$ cat src/rtl/neuro_spike_scheduler_pkg.sv
// Shared types and default widths for the neuro-nav spike scheduler slice.
package neuro_nav_pkg;

    localparam int MAG_W  = 16;
    localparam int W_W    = 8;
    localparam int REFR_W = 8;

    typedef enum logic [1:0] {
        DIR_PX = 2'd0,
        DIR_PY = 2'd1,
        DIR_NX = 2'd2,
        DIR_NY = 2'd3
    } dir_t;

    typedef enum logic [1:0] {
        CH_IDLE    = 2'd0,
        CH_PENDING = 2'd1,
        CH_REFRACT = 2'd2
    } ch_state_t;

endpackage

$ cat src/rtl/neuro_spike_scheduler_if.sv
// Host move request and update stream bundle; master is the scheduler side.
interface neuro_spike_scheduler_if #(
    parameter int MAG_W = neuro_nav_pkg::MAG_W
);
    logic             host_valid;
    logic [1:0]       host_dir;
    logic [MAG_W-1:0] host_mag;
    logic             host_ready;
    logic             upd_valid;
    logic [1:0]       upd_dir;
    logic [MAG_W-1:0] upd_mag;
    logic             upd_src;
    logic             upd_ready;

    modport master (
        input  host_valid, host_dir, host_mag, upd_ready,
        output host_ready, upd_valid, upd_dir, upd_mag, upd_src
    );

    modport slave (
        output host_valid, host_dir, host_mag, upd_ready,
        input  host_ready, upd_valid, upd_dir, upd_mag, upd_src
    );
endinterface

$ cat src/rtl/neuro_spike_scheduler_rr_arb4.sv
// Four-request round-robin arbiter; search starts at the pointer and the
// pointer moves past the winner only when the caller actually takes the grant.
module spike_rr_arb4 (
    input  logic       clk,
    input  logic       rst,
    input  logic [3:0] req,
    input  logic       advance,
    output logic [3:0] grant,
    output logic [1:0] grant_idx,
    output logic       any_req
);
    logic [1:0] ptr_q, ptr_d;
    logic [1:0] idx;
    logic       found;

    // Pick the first requester at or above the pointer, wrapping mod 4.
    always_comb begin
        idx       = ptr_q;
        found     = 1'b0;
        grant_idx = ptr_q;
        for (int k = 0; k < 4; k++) begin
            idx = ptr_q + 2'(k);
            if (!found && req[idx]) begin
                found     = 1'b1;
                grant_idx = idx;
            end
        end
        any_req = found;
        grant   = found ? (4'b0001 << grant_idx) : 4'b0000;
        ptr_d   = (advance && found) ? grant_idx + 2'd1 : ptr_q;
    end

    // Pointer register.
    always_ff @(posedge clk) begin
        if (rst) ptr_q <= 2'd0;
        else     ptr_q <= ptr_d;
    end
endmodule

$ cat src/rtl/neuro_spike_scheduler.sv
// Spike/host update scheduler for the neuro-nav SLAM datapath.
// Optional refractory period per channel: define NEURO_SCHED_REFRACTORY_EN.
module neuro_spike_scheduler
    import neuro_nav_pkg::*;
#(
    parameter int MAG_W  = 16,
    parameter int W_W    = 8,
    parameter int REFR_W = 8
) (
    input  logic                clk,
    input  logic                rst,
    input  logic                en,
    input  logic [3:0]          spike_in,
    input  logic [4*W_W-1:0]    weight_in,
    input  logic [REFR_W-1:0]   refr_cycles,
    neuro_spike_scheduler_if.master bus,
    output logic [7:0]          drop_cnt,
    output logic                busy
);
    logic [3:0]       prev_q, prev_d;
    logic [3:0]       rise, rise_en, pend, drop_vec, grant;
    logic [1:0]       grant_idx;
    logic             any_req, load, host_take, spike_take;
    logic [2:0]       n_drop;
    logic [8:0]       drop_sum;
    logic [W_W-1:0]   sel_w;
    ch_state_t        state_q [4];
    ch_state_t        state_d [4];
    logic             upd_valid_q, upd_valid_d, upd_src_q, upd_src_d;
    dir_t             upd_dir_q, upd_dir_d;
    logic [MAG_W-1:0] upd_mag_q, upd_mag_d;
    logic [7:0]       drop_cnt_q, drop_cnt_d;
`ifdef NEURO_SCHED_REFRACTORY_EN
    logic [REFR_W-1:0] refr_q [4];
    logic [REFR_W-1:0] refr_d [4];
`else
    logic unused_refr;
    assign unused_refr = ^refr_cycles;
`endif

    spike_rr_arb4 u_arb (
        .clk       (clk),
        .rst       (rst),
        .req       (pend),
        .advance   (spike_take),
        .grant     (grant),
        .grant_idx (grant_idx),
        .any_req   (any_req)
    );

    // Edge detect, slot-load decision and host-over-spike priority.
    always_comb begin
        prev_d  = spike_in;
        rise    = spike_in & ~prev_q;
        rise_en = rise & {4{en}};
        for (int i = 0; i < 4; i++) pend[i] = (state_q[i] == CH_PENDING);
        load       = en & ~rst & (~upd_valid_q | bus.upd_ready);
        host_take  = load & bus.host_valid;
        spike_take = load & ~bus.host_valid & any_req;
        busy       = (|pend) | upd_valid_q;
    end

    // Per-channel event FSMs and lost-spike detection.
    always_comb begin
        for (int i = 0; i < 4; i++) begin
            state_d[i]  = state_q[i];
            drop_vec[i] = 1'b0;
`ifdef NEURO_SCHED_REFRACTORY_EN
            refr_d[i]   = refr_q[i];
`endif
            case (state_q[i])
                CH_IDLE: begin
                    if (rise_en[i]) state_d[i] = CH_PENDING;
                end
                CH_PENDING: begin
                    if (spike_take && grant[i]) begin
                        if (rise_en[i]) begin
                            state_d[i] = CH_PENDING;
                        end else begin
`ifdef NEURO_SCHED_REFRACTORY_EN
                            if (refr_cycles != '0) begin
                                state_d[i] = CH_REFRACT;
                                refr_d[i]  = refr_cycles;
                            end else begin
                                state_d[i] = CH_IDLE;
                            end
`else
                            state_d[i] = CH_IDLE;
`endif
                        end
                    end else if (rise_en[i]) begin
                        drop_vec[i] = 1'b1;
                    end
                end
`ifdef NEURO_SCHED_REFRACTORY_EN
                CH_REFRACT: begin
                    if (rise_en[i]) drop_vec[i] = 1'b1;
                    if (refr_q[i] <= REFR_W'(1)) begin
                        state_d[i] = CH_IDLE;
                        refr_d[i]  = '0;
                    end else begin
                        refr_d[i]  = refr_q[i] - REFR_W'(1);
                    end
                end
`endif
                default: state_d[i] = CH_IDLE;
            endcase
        end
        n_drop     = 3'(drop_vec[0]) + 3'(drop_vec[1]) + 3'(drop_vec[2]) + 3'(drop_vec[3]);
        drop_sum   = {1'b0, drop_cnt_q} + 9'(n_drop);
        drop_cnt_d = drop_sum[8] ? 8'hFF : drop_sum[7:0];
    end

    // Output slot: hold while stalled, otherwise load host, a granted spike, or empty.
    always_comb begin
        sel_w       = weight_in[grant_idx*W_W +: W_W];
        upd_valid_d = upd_valid_q;
        upd_dir_d   = upd_dir_q;
        upd_mag_d   = upd_mag_q;
        upd_src_d   = upd_src_q;
        if (host_take) begin
            upd_valid_d = 1'b1;
            upd_dir_d   = dir_t'(bus.host_dir);
            upd_mag_d   = bus.host_mag;
            upd_src_d   = 1'b1;
        end else if (spike_take) begin
            upd_valid_d = 1'b1;
            upd_dir_d   = dir_t'(grant_idx);
            upd_mag_d   = MAG_W'(sel_w);
            upd_src_d   = 1'b0;
        end else if (bus.upd_ready) begin
            upd_valid_d = 1'b0;
        end
    end

    // State registers; reset discards pending events without counting them.
    always_ff @(posedge clk) begin
        if (rst) begin
            prev_q      <= '0;
            upd_valid_q <= 1'b0;
            upd_dir_q   <= DIR_PX;
            upd_mag_q   <= '0;
            upd_src_q   <= 1'b0;
            drop_cnt_q  <= '0;
            for (int i = 0; i < 4; i++) begin
                state_q[i] <= CH_IDLE;
`ifdef NEURO_SCHED_REFRACTORY_EN
                refr_q[i]  <= '0;
`endif
            end
        end else begin
            prev_q      <= prev_d;
            upd_valid_q <= upd_valid_d;
            upd_dir_q   <= upd_dir_d;
            upd_mag_q   <= upd_mag_d;
            upd_src_q   <= upd_src_d;
            drop_cnt_q  <= drop_cnt_d;
            for (int i = 0; i < 4; i++) begin
                state_q[i] <= state_d[i];
`ifdef NEURO_SCHED_REFRACTORY_EN
                refr_q[i]  <= refr_d[i];
`endif
            end
        end
    end

    assign bus.host_ready = load;
    assign bus.upd_valid  = upd_valid_q;
    assign bus.upd_dir    = upd_dir_q;
    assign bus.upd_mag    = upd_mag_q;
    assign bus.upd_src    = upd_src_q;
    assign drop_cnt       = drop_cnt_q;
endmodule

$ cat src/flat_wrapper.sv
// flat-port wrapper written by rule: the top's interface ports become plain ports
module neuro_spike_scheduler_flat import neuro_nav_pkg::*;
#(
    parameter int MAG_W  = 16,
    parameter int W_W    = 8,
    parameter int REFR_W = 8
)
  (clk, rst, en, spike_in, weight_in, refr_cycles, drop_cnt, busy, bus_host_valid, bus_host_dir, bus_host_mag, bus_upd_ready, bus_host_ready, bus_upd_valid, bus_upd_dir, bus_upd_mag, bus_upd_src);
  neuro_spike_scheduler_if #(.MAG_W(MAG_W)) bus_i ();
  input  logic clk;
  input  logic rst;
  input  logic en;
  input  logic [3:0] spike_in;
  input  logic [4*W_W-1:0] weight_in;
  input  logic [REFR_W-1:0] refr_cycles;
  output logic [7:0] drop_cnt;
  output logic busy;
  input wire logic [$bits(bus_i.host_valid)-1:0] bus_host_valid;
  input wire logic [$bits(bus_i.host_dir)-1:0] bus_host_dir;
  input wire logic [$bits(bus_i.host_mag)-1:0] bus_host_mag;
  input wire logic [$bits(bus_i.upd_ready)-1:0] bus_upd_ready;
  output wire logic [$bits(bus_i.host_ready)-1:0] bus_host_ready;
  output wire logic [$bits(bus_i.upd_valid)-1:0] bus_upd_valid;
  output wire logic [$bits(bus_i.upd_dir)-1:0] bus_upd_dir;
  output wire logic [$bits(bus_i.upd_mag)-1:0] bus_upd_mag;
  output wire logic [$bits(bus_i.upd_src)-1:0] bus_upd_src;
  assign bus_i.host_valid = bus_host_valid;
  assign bus_i.host_dir = bus_host_dir;
  assign bus_i.host_mag = bus_host_mag;
  assign bus_i.upd_ready = bus_upd_ready;
  assign bus_host_ready = bus_i.host_ready;
  assign bus_upd_valid = bus_i.upd_valid;
  assign bus_upd_dir = bus_i.upd_dir;
  assign bus_upd_mag = bus_i.upd_mag;
  assign bus_upd_src = bus_i.upd_src;
  neuro_spike_scheduler #(.MAG_W(MAG_W), .W_W(W_W), .REFR_W(REFR_W)) u_core (.clk(clk), .rst(rst), .en(en), .spike_in(spike_in), .weight_in(weight_in), .refr_cycles(refr_cycles), .bus(bus_i), .drop_cnt(drop_cnt), .busy(busy));
endmodule
$ cat config.mk
export PLATFORM = sky130hd
export DESIGN_NAME = neuro_spike_scheduler_flat
export DESIGN_NICKNAME = d
export VERILOG_FILES = /design/src/rtl/neuro_spike_scheduler_pkg.sv /design/src/rtl/neuro_spike_scheduler_if.sv /design/src/rtl/neuro_spike_scheduler_rr_arb4.sv /design/src/rtl/neuro_spike_scheduler.sv /design/src/flat_wrapper.sv
export SDC_FILE = /design/constraint.sdc
export NUM_CORES = 1
export LEC_CHECK = 0
export CAP_MARGIN = 40
export CORE_ASPECT_RATIO = 0.7
export CORE_UTILIZATION = 60
export DETAILED_ROUTE_END_ITERATION = 8
export DONT_BUFFER_PORTS = 1
export PLACE_DENSITY = 0.74
export SLEW_MARGIN = 10
export SYNTH_ARGS = -nofsm -noshare
export SYNTH_HDL_FRONTEND = slang
export SYNTH_SLANG_ARGS = --single-unit
export TNS_END_PERCENT = 20
$ cat constraint.sdc
create_clock -name clk -period 5.38 [get_ports clk]
set_input_delay 1.076 -clock clk [delete_from_list [all_inputs] [get_ports clk]]
set_output_delay 1.076 -clock clk [all_outputs]
set_load 0.01 [all_outputs]
==> metrics.md, run 1 <==
| Metric | Value |
|---|---|
| Critical path class | `in -> reg` |
| CP required | `between 5000 and 6000 ps` |
| Number of enable flip-flop cells after synthesis | `0` |
| Fillcell total | `304` |
| Fmax | `between 200 and 250 MHz` |
| Synthesized netlist net count | `322` |
| Psw | `between 0.15 and 0.2 mW` |
| WP data arrival | `between 4000 and 5000 ps` |
| Leakage power figure | `0.8675 nW` |
| Avg Cell Area, Syn | `8.945 µm²` |
| Cts repair resizes | `0` |
| Routability cong. | `a little over 0.8` |
| CTS root buffer | `clkbuf_8` |
| I/O pin cnt | `97` |
| Max-slew headroom | `45.64%` |
| Power share of the clock group | `between 40% and 50%` |
| Sequential area share after synthesis | `~34%` |
| HPWL Detailed | `roughly 3900 µm` |
| Final setup viols | `0` |
| Max IR drop VDD | `~190 µV` |
| Synth top area share | `34.29%` |
| Synth unique cells | `between 40 and 50` |
| Fin. Hold Viols | `0` |
| Initial antenna violation count | `0` |
| Post-Syn Area | `roughly 2200 µm²` |
| Final worst setup slack | `about 650 ps` |
| Min Tclk post-route | `~4700 ps` |
| Largest stage delay on the critical path | `560 ps` |
| Final nets | `320` |
| Hold Crit Depth | `2` |
| Most frequent cells after synthesis | `dfxtp_1 (38), nor2_1 (22), a21oi_1 (16)` |
| CTS Hold Buffers Added | `0` |
| Synth Flop Type | `dfxtp_1` |
| Synthesized flop and latch total | `38` |
| Area of the die | `between 3000 and 4000 µm²` |
| H-tree depth | `2` |
| Worst hold margin | `about 520 ps` |
| Worst path bufs/invs | `3` |
| First-pass GRT wire length | `8549 µm` |
| Levels on crit path | `15` |
| # rows | `18` |
| Yosys top cell by area | `dfxtp_1` |
| CP Capture Type | `register` |
| # diodes | `0` |
| Setup TNS | `0 ps` |
| Cell-internal power | `0.5287 mW` |
| Cell with the most instances after synthesis | `dfxtp_1` |
| Slew @ Worst Pin | `810.0 ps` |
| Synth Warn # | `0` |
| Status | `complete, no violations` |
| Placed inst area | `around 2200 µm²` |
| Slowest CP cell | `or4b_1` |
| Mean number of vias per cell | `between 6 and 7` |
| Maximum net fanout on the critical path | `8` |
| Reg2reg end | `u_core.drop_cnt[1]$_SDFF_PP0_` |
| Postcts setup bufs | `0` |
| Total power | `slightly above 0.7 mW` |
| Deepest clock path buffer count | `2` |
| Area added between synthesis and finish | `8.009%` |
| Crit-path cells | `nor2b_1 -> buf_4 -> nor4_2 -> or4b_1 -> o21ai_0 -> nor2_1 -> ha_1 -> fa_1 -> ha_1 -> inv_1 -> fa_1 -> inv_1 -> a21o_1 -> nand4_1 -> a21oi_1` |
| Finished Cell Area | `between 2000 and 2500 µm²` |
| Combinational share of power | `16.0%` |
| Vias in the first global route | `1757` |
| Latest clock arrival within the worst-skew pair | `roughly 290 ps` |
| Total Wirelength | `5651 µm` |
| Wire per inst | `~19 µm` |
| Worst Setup Start Kind | `primary input` |
| Largest net degree at the start of global routing | `40` |
| Post-synthesis cell count | `248` |
| Hold Crit Class | `reg -> reg` |
| Seq pwr share | `between 40% and 50%` |
| TritonCTS clock tree | `built` |
| Chip width | `74.68 µm` |
| PwrDens | `301.6 nW/µm²` |
| Tot GR Track Use | `roughly 29%` |
| Synth async-reset ratio | `0%` |
| Part of the cycle the worst path needs | `about 88%` |
| Via count | `2018` |
| Port bufs | `0` |
| CTS clk-pin slew, worst paths | `about 80 ps` |
| Final global-route overflow total | `0` |
| Cell family with most CP delay | `simple AND/OR/NAND/NOR gates` |
| Slew Limit Fails | `0` |
| Clk_skew | `roughly 3.6 ps` |
| Starting DRC count in detailed routing | `~110` |
| Die Y-Extent | `around 53 µm` |
| Unrepaired setup endpoints after global routing | `false` |
| Hold Path End | `u_core.state_q[1][0]$_SDFFE_PP0P_` |
| Initial core utilization | `62.74%` |
| MaxCap Viol Count | `0` |
| Core footprint | `around 3500 µm²` |
| DR pass1 iterations | `4` |
| Fraction of layout cells with a size suffix above 1 | `9.717%` |
| Sw Ratio | `a little over a quarter` |
| DRT antenna net count | `0` |
| DRC viols | `0` |
| CTS Buf Count | `5` |
| # clock sinks | `38` |
| Worst Reg2Reg Path Length in Cells | `14` |
| Hold path startpoint | `u_core.prev_q[1]$_SDFF_PP0_` |
| R2R setup slack | `just over 900 ps` |
| Synth top area cells | `dfxtp_1 (34%), nor2_1 (3.7%), a21oi_1 (3.6%)` |
| Reg-to-Reg Start | `u_core.u_arb.ptr_q[1]$_SDFFE_PP0P_` |
| Pre-CTS setup slack | `400.7 ps` |
## tightest hold or removal path, delay by kind of cell (launching register included)
kind,cells,cell delay (ps)
AO/OA/AOI/OAI,1,60
AND/OR/NAND/NOR,1,110
flip-flops,1,310
## worst max-delay path by stage
stage | end | slack, ps | from
final | u_core.drop_cnt[1]$_SDFF_PP0_ | 650 | bus_upd_ready
after detailed placement | u_core.drop_cnt[1]$_SDFF_PP0_ | 400 | bus_upd_ready
after global placement | u_core.drop_cnt[0]$_SDFF_PP0_ | 580 | bus_upd_ready
after CTS | u_core.drop_cnt[1]$_SDFF_PP0_ | 690 | bus_upd_ready
after floorplan | u_core.drop_cnt[0]$_SDFF_PP0_ | 870 | bus_host_valid
after global routing | u_core.drop_cnt[3]$_SDFF_PP0_ | 480 | bus_upd_ready
## cells by family (layout without fill, tap and decap cells)
group	count (synthesis)	after routing	synth area share, %
adder cells (fa/ha/maj)	7	7	4.625
AO/OA/AOI/OAI	82	82	28.54
XOR/XNOR	5	5	1.974
flip-flops	38	38	34.29
buffers and inverters	24	23	4.794
AND/OR/NAND/NOR	84	84	22.17
multiplexers	8	8	3.610
## through the flow
step	utilization, %	instances
finish	67.76	297
global route	67.76	297
CTS	67.41	295
detailed placement	63.52	287
global placement	63.31	286
floorplan	-	248
## cell usage in the layout (no fill, tap or decap), drive strengths merged, types with 2 or more instances in the layout
cell    Yosys  layout
nor2b       8       8
buf         6       8
fa          2       2
a22oi       9       9
inv         7       7
xnor2       2       2
nand3b      5       5
nor3        3       3
xor2        3       3
and3        2       2
clkbuf     11       5
nor2       23      23
and4        8       8
a21o        2       2
mux2i       8       8
o21bai      8       8
nand2      14      14
o311ai      8       8
nand2b      5       5
a211oi      5       5
nor4        2       2
o32ai       8       8
o31ai       9       9
dfxtp      38      38
a311oi      9       9
o21ai       3       3
ha          5       5
or4         9       9
bufinv      0       2
a21oi      17      17
## registers in the layout, summed over array words and instances, names as in the netlist
name and flops:
u_core.bus.upd_mag 16, u_core.drop_cnt 8, u_core.prev_q 4, u_core.state_q 4, u_core.bus.upd_dir 2, u_core.u_arb.ptr_q 2
u_core.bus.upd_src 1, u_core.bus.upd_valid 1
## area by class of cell
class | instances | area [µm²] | area share, %
tap | 50 | 62.56 | 2.611
clock buffer | 5 | 68.82 | 2.872
sequential | 38 | 760.7 | 31.75
clock inverter | 3 | 68.82 | 2.872
timing repair buffer | 8 | 57.56 | 2.402
multi-input combinational | 186 | 1351 | 56.40
inverter | 7 | 26.28 | 1.097
## power groups by stage
stage | clock [mW] | combinational (mW) | sequential (mW)
floorplan | 0 | 0.0933 | 0.316
global placement | 0 | 0.107 | 0.318
detailed placement | 0 | 0.112 | 0.319
CTS | 0.297 | 0.112 | 0.312
global route | 0.309 | 0.126 | 0.315
finish | 0.294 | 0.116 | 0.313
## layer usage
layer / wire length, µm / global-route usage [%]
met5: 0 / 0
met1: 2428 / 41.38
met2: 2511 / 42.64
met3: 650 / 10.29
met4: 61 / 6.604
Note: power is estimated with default switching activity, not from simulation.
==> inputs of run 2 (changes only) <==
Settings changed: CORE_UTILIZATION 60 to 40, PLACE_DENSITY 0.74 to 0.52.
==> run 2 against run 1 <==
Register-to-register slack improved by 90 ps. First-iteration DRC count is 2.7% lower. Cell count increased by 7.7%. Die area rose by 48%. Total power increased by 0.27%. Combinational power is essentially flat. Global-route usage fell by 9.5 points. Critical path type unchanged. Largest power group unchanged.
==> metrics.md, run 2 (synthesized netlist as in run 1, its figures left out) <==
| Metric | Value |
|---|---|
| Max reg flops | `16` |
| CP required | `roughly 5600 ps` |
| Most common cell after layout, fill and taps aside | `dfxtp_1` |
| Fmax | `around 220 MHz` |
| Die Y-Extent | `between 60 and 70 µm` |
| Power share of the clock group | `between 40% and 50%` |
| Chip width | `between 90 and 100 µm` |
| Most frequent cells in the layout | `dfxtp_1 (38), nor2_1 (22), a21oi_1 (16)` |
| # clock sinks | `38` |
| Largest net degree at the start of global routing | `40` |
| Routability cong. | `around 0.77` |
| Slowest CP cell | `or4b_1` |
| Core footprint | `5285 µm²` |
| Deepest clock path buffer count | `2` |
| Cts repair resizes | `0` |
| # diodes | `0` |
| Reg-to-Reg Start | `u_core.state_q[1][0]$_SDFFE_PP0P_` |
| Latest clock arrival within the worst-skew pair | `a little under 300 ps` |
| Setup TNS | `0 ps` |
| Seq pwr share | `43.1%` |
| Combinational share of power | `15.9%` |
| Min Tclk post-route | `4543 ps` |
| Initial antenna violation count | `0` |
| Final global-route overflow total | `0` |
| Area of the die | `5852 µm²` |
| DR pass1 iterations | `6` |
| I/O pin cnt | `97` |
| CTS clk-pin slew, worst paths | `around 80 ps` |
| WP data arrival | `between 4000 and 5000 ps` |
| Status | `complete, no violations` |
| Final setup viols | `0` |
| Starting DRC count in detailed routing | `between 100 and 150` |
| Setup crit start | `rst` |
| Slew @ Worst Pin | `about 800 ps` |
| Via count | `~1900` |
| Area added between synthesis and finish | `9.588%` |
| Final nets | `321` |
| Initial core utilization | `between 40% and 50%` |
| Fin. Hold Viols | `0` |
| Critical path class | `in -> reg` |
| Register area | `760.7 µm²` |
| Fillcell total | `about 560` |
| # rows | `22` |
| TritonCTS clock tree | `built` |
| Leakage power figure | `~0.87 nW` |
| Multi-input combinational cell area | `1351 µm²` |
| MaxCap Viol Count | `0` |
| Psw | `about 0.2 mW` |
| CP Capture Type | `register` |
| PwrDens | `298.1 nW/µm²` |
| Fraction of layout cells with a size suffix above 1 | `10.08%` |
| First-pass GRT wire length | `~9000 µm` |
| CTS root buffer | `clkbuf_8` |
| DRT antenna net count | `0` |
| Vias in the first global route | `around 1700` |
| Maximum net fanout on the critical path | `39` |
| Total Wirelength | `5803 µm` |
| Max IR drop VDD | `approximately 140 µV` |
| CTS Hold Buffers Added | `0` |
| Worst Setup Start Kind | `primary input` |
| Cell-internal power | `between 0.5 and 0.6 mW` |
| Part of the cycle the worst path needs | `between 80% and 90%` |
| Port bufs | `0` |
| DRC viols | `0` |
| Worst hold margin | `a little over 500 ps` |
| Slew Limit Fails | `0` |
| Unrepaired setup endpoints after global routing | `false` |
| Hold path startpoint | `u_core.prev_q[1]$_SDFF_PP0_` |
| HPWL Detailed | `about 4000 µm` |
| Mean number of vias per cell | `around 6.0` |
| Clk_skew | `~2.6 ps` |
| Max-slew headroom | `a little under half` |
| Largest stage delay on the critical path | `around 550 ps` |
| Crit-path cells | `nand2b_1 -> nor4_2 -> or4b_1 -> o21ai_0 -> nor2_1 -> ha_1 -> fa_1 -> ha_1 -> inv_1 -> fa_1 -> inv_1 -> a21o_1 -> nand4_1 -> a21oi_1` |
| Wire per inst | `18.13 µm` |
| Postcts setup bufs | `0` |
| H-tree depth | `2` |
| Hold Crit Class | `reg -> reg` |
| Tot GR Track Use | `around 20%` |
| CTS Buf Count | `5` |
| Sw Ratio | `a little over a quarter` |
-- run 2: power by group through the flow --
stage               sequential, mW  clock (mW)  combinational (mW)
floorplan                    0.316           0              0.0933
global placement             0.319           0               0.114
detailed placement           0.319           0               0.115
CTS                          0.312       0.306               0.115
global route                 0.314       0.319               0.128
finish                       0.312       0.297               0.115
-- run 2: path summary, 6_finish.rpt --
check	to	slack, ps	cells after the start
setup / recovery	u_core.drop_cnt[0]$_SDFF_PP0_	840	14
hold / removal	u_core.state_q[1][0]$_SDFFE_PP0P_	520	2
setup reg to reg	u_core.drop_cnt[0]$_SDFF_PP0_	1010	14
hold reg to reg	u_core.state_q[1][0]$_SDFFE_PP0P_	520	2
-- run 2: final cells by class --
class                           count  area share (%)
Inverter                            7           1.081
Tap cell                           72           3.706
Sequential cell                    38           31.29
Clock buffer                        5           2.831
Clock inverter                      3           2.831
Timing Repair Buffer                9           2.676
Multi-Input combinational cell    186           55.58
-- run 2: critical path: cells and delay by family --
family,cells,cell delay (ps)
buffers and inverters,2,150
adder cells (fa/ha/maj),4,1420
AO/OA/AOI/OAI,3,640
AND/OR/NAND/NOR,5,1490
-- run 2: per-stage QoR --
stage / utilization [%] / cells / area [µm²] / total power, mW / worst slack, ps
finish: 46.00 / 320 / 2431 / 0.7246 / 837.0
global route: 46.00 / 320 / 2431 / 0.7614 / 579.2
CTS: 46.00 / 320 / 2431 / 0.7327 / 831.6
detailed placement: 43.39 / 312 / 2293 / 0.4333 / 541.4
global placement: 43.30 / 311 / 2288 / 0.4324 / 542.5
floorplan: - / 248 / 2218 / 0.4090 / 866.3
-- run 2: per-layer routing --
layer	share of wire (%)	track usage [%]	up-vias
met5	0	0	-
met4	0.43	4.762	0
met3	9.7	7.024	2
met2	37	23.77	84
met1	53	31.74	861
li1	-	-	963
==> inputs of run 3 (changes only) <==
Settings changed: PLACE_DENSITY 0.52 to 0.54.
Clock period 5.38 ns to 3.95 ns, I/O delays scaled along.
==> run 3 against run 2 <==
Non-clock buffer count is 15 higher. Combinational power increased by 56%. Worst hold slack got worse by 7.2 ps. Global-route usage is 0.77 points higher. Core utilization increased by 2.1 points. Largest cell class unchanged. Largest power group unchanged. Highest routed layer unchanged.
==> metrics.md, run 3 (synthesized netlist as in run 1, its figures left out) <==
| Metric | Value |
|---|---|
| # diodes | `0` |
| Tot GR Track Use | `between 20% and 30%` |
| Port bufs | `0` |
| Power share of the clock group | `32.4%` |
| Part of the cycle the worst path needs | `between 90% and 100%` |
| Cell-internal power | `0.6232 mW` |
| CP Capture Type | `register` |
| HPWL Detailed | `roughly 4300 µm` |
| Most common cell after layout, fill and taps aside | `dfxtp_1` |
| DRC viols | `0` |
| Area of the die | `around 6000 µm²` |
| Max IR drop VDD | `roughly 170 µV` |
| Status | `complete, no violations` |
| Seq pwr share | `between 40% and 50%` |
| Total Wirelength | `slightly above 6000 µm` |
| CTS clk-pin slew, worst paths | `80 ps` |
| Register area | `roughly 760 µm²` |
| WP data arrival | `approximately 4000 ps` |
| Final global-route overflow total | `0` |
| Combinational share of power | `about 20%` |
| Postcts setup bufs | `0` |
| Die Y-Extent | `between 60 and 70 µm` |
| Finished Cell Area | `~2500 µm²` |
| Fillcell total | `~530` |
| Routability cong. | `0.7376` |
| Fin. Hold Viols | `0` |
| # rows | `22` |
| Worst Setup Start Kind | `primary input` |
| Total power | `between 0.8 and 0.9 mW` |
| Slew @ Worst Pin | `between 800 and 900 ps` |
| CTS Buf Count | `5` |
| CP required | `around 4200 ps` |
| Hold path startpoint | `u_core.prev_q[1]$_SDFF_PP0_` |
| Core footprint | `approximately 5300 µm²` |
| Sw Ratio | `30.37%` |
| First-pass GRT wire length | `approximately 9400 µm` |
| Final setup viols | `0` |
| Mean number of vias per cell | `5.994` |
| PwrDens | `approximately 350 nW/µm²` |
| Unrepaired setup endpoints after global routing | `false` |
| Via count | `2008` |
| DR pass1 iterations | `4` |
| Max reg flops | `16` |
| Wire per inst | `approximately 18 µm` |
| Chip width | `91.01 µm` |
| Most frequent cells in the layout | `dfxtp_1 (35), buf_4 (23), nor2_1 (22)` |
| # clock sinks | `38` |
| Area added between synthesis and finish | `14.50%` |
| MaxCap Viol Count | `0` |
| Hold Crit Class | `reg -> reg` |
| Initial antenna violation count | `0` |
| Clk_skew | `around 6.6 ps` |
| Starting DRC count in detailed routing | `80` |
| Slew Limit Fails | `0` |
| Vias in the first global route | `roughly 1800` |
| Min Tclk post-route | `3795 ps` |
| Fraction of layout cells with a size suffix above 1 | `about a fifth` |
| Setup crit start | `rst` |
| Largest net degree at the start of global routing | `40` |
| DRT antenna net count | `0` |
| Deepest clock path buffer count | `2` |
| Placed inst area | `between 2000 and 2500 µm²` |
| Final nets | `336` |
| CTS root buffer | `clkbuf_8` |
| Multi-input combinational cell area | `~1400 µm²` |
| Initial core utilization | `between 40% and 50%` |
| Psw | `between 0.2 and 0.3 mW` |
| H-tree depth | `2` |
| Latest clock arrival within the worst-skew pair | `about 300 ps` |
| Fmax | `263.5 MHz` |
| Critical path class | `in -> reg` |
| TritonCTS clock tree | `built` |
| Maximum net fanout on the critical path | `39` |
| Leakage power figure | `between 0.9 and 1 nW` |
| Max-slew headroom | `between 40 and 50%` |
| I/O pin cnt | `a little under 100` |
| Reg-to-Reg Start | `u_core.state_q[2][0]$_SDFFE_PP0P_` |
run 3: changes by cell type in the layout (fill, tap and decap cells not counted), moves of 2 or more:
cell / before / now
dfxtp_2: 0 / 3
bufinv_16: 2 / 0
dfxtp_1: 38 / 35
buf_4: 8 / 23
run 3: worst max-delay path, stage by stage:
cell and delay [ps]:
nand2b_4 130, nor4_4 270, or4b_4 510, o21ai_2 140, nor2_1 60, ha_1 290
fa_1 410, ha_1 320, inv_1 60, fa_2 360, inv_1 80, a21o_1 130
buf_4 110, nand2_1 50, xor2_1 150, a21oi_1 140
run 3: final timing paths:
path,depth (start not counted),slack (ps),to
max reg2reg,16,200,u_core.drop_cnt[4]$_SDFF_PP0_
min,2,510,u_core.state_q[1][0]$_SDFFE_PP0P_
min reg2reg,2,510,u_core.state_q[1][0]$_SDFFE_PP0P_
max,16,160,u_core.drop_cnt[4]$_SDFF_PP0_
run 3: layout make-up:
class | count | share of cell area (%)
inverters | 7 | 1.034
repair buffers | 24 | 6.995
well taps | 72 | 3.547
clock inverters | 2 | 0.4926
multi-input cells | 186 | 54.58
clock buffers | 6 | 3.251
flip-flops and latches | 38 | 30.10
run 3: metal layers:
layer | wire [µm] | global-route usage [%] | vias to the layer above
met4 | 34 | 5.357 | 0
met3 | 458 | 5.952 | 4
met2 | 2382 | 28.13 | 74
li1 | - | - | 983
met1 | 3173 | 30.97 | 947
met5 | 0 | 0 | -
run 3: timing repair:
action / 4_1_cts / 5_1_grt
hold buffers: 0 / 0
hold endpoints to repair: 0 / 0
endpoints found under the setup margin: 0 / 6
gates resized for setup: 0 / 4
run 3: through the flow:
step	setup WS, ps	instances	setup TNS [ps]	hold WS, ps	utilization, %
2_1_floorplan	-11.90	248	-54.78	491.1	-
3_3_place_gp	-116.3	326	-509.6	500.6	46.00
3_5_place_dp	-151.6	327	-697.4	503.2	46.09
4_1_cts	120.3	335	0	519.2	47.89
5_1_grt	3.118	335	0	524.9	48.06
6_report	155.3	335	0	509.9	48.06
run 3: power groups by stage:
stage | sequential, mW | clock (mW) | combinational (mW)
global route | 0.428 | 0.314 | 0.196
CTS | 0.425 | 0.298 | 0.177
detailed placement | 0.434 | 0 | 0.176
finish | 0.426 | 0.290 | 0.179
global placement | 0.433 | 0 | 0.174
floorplan | 0.430 | 0 | 0.130
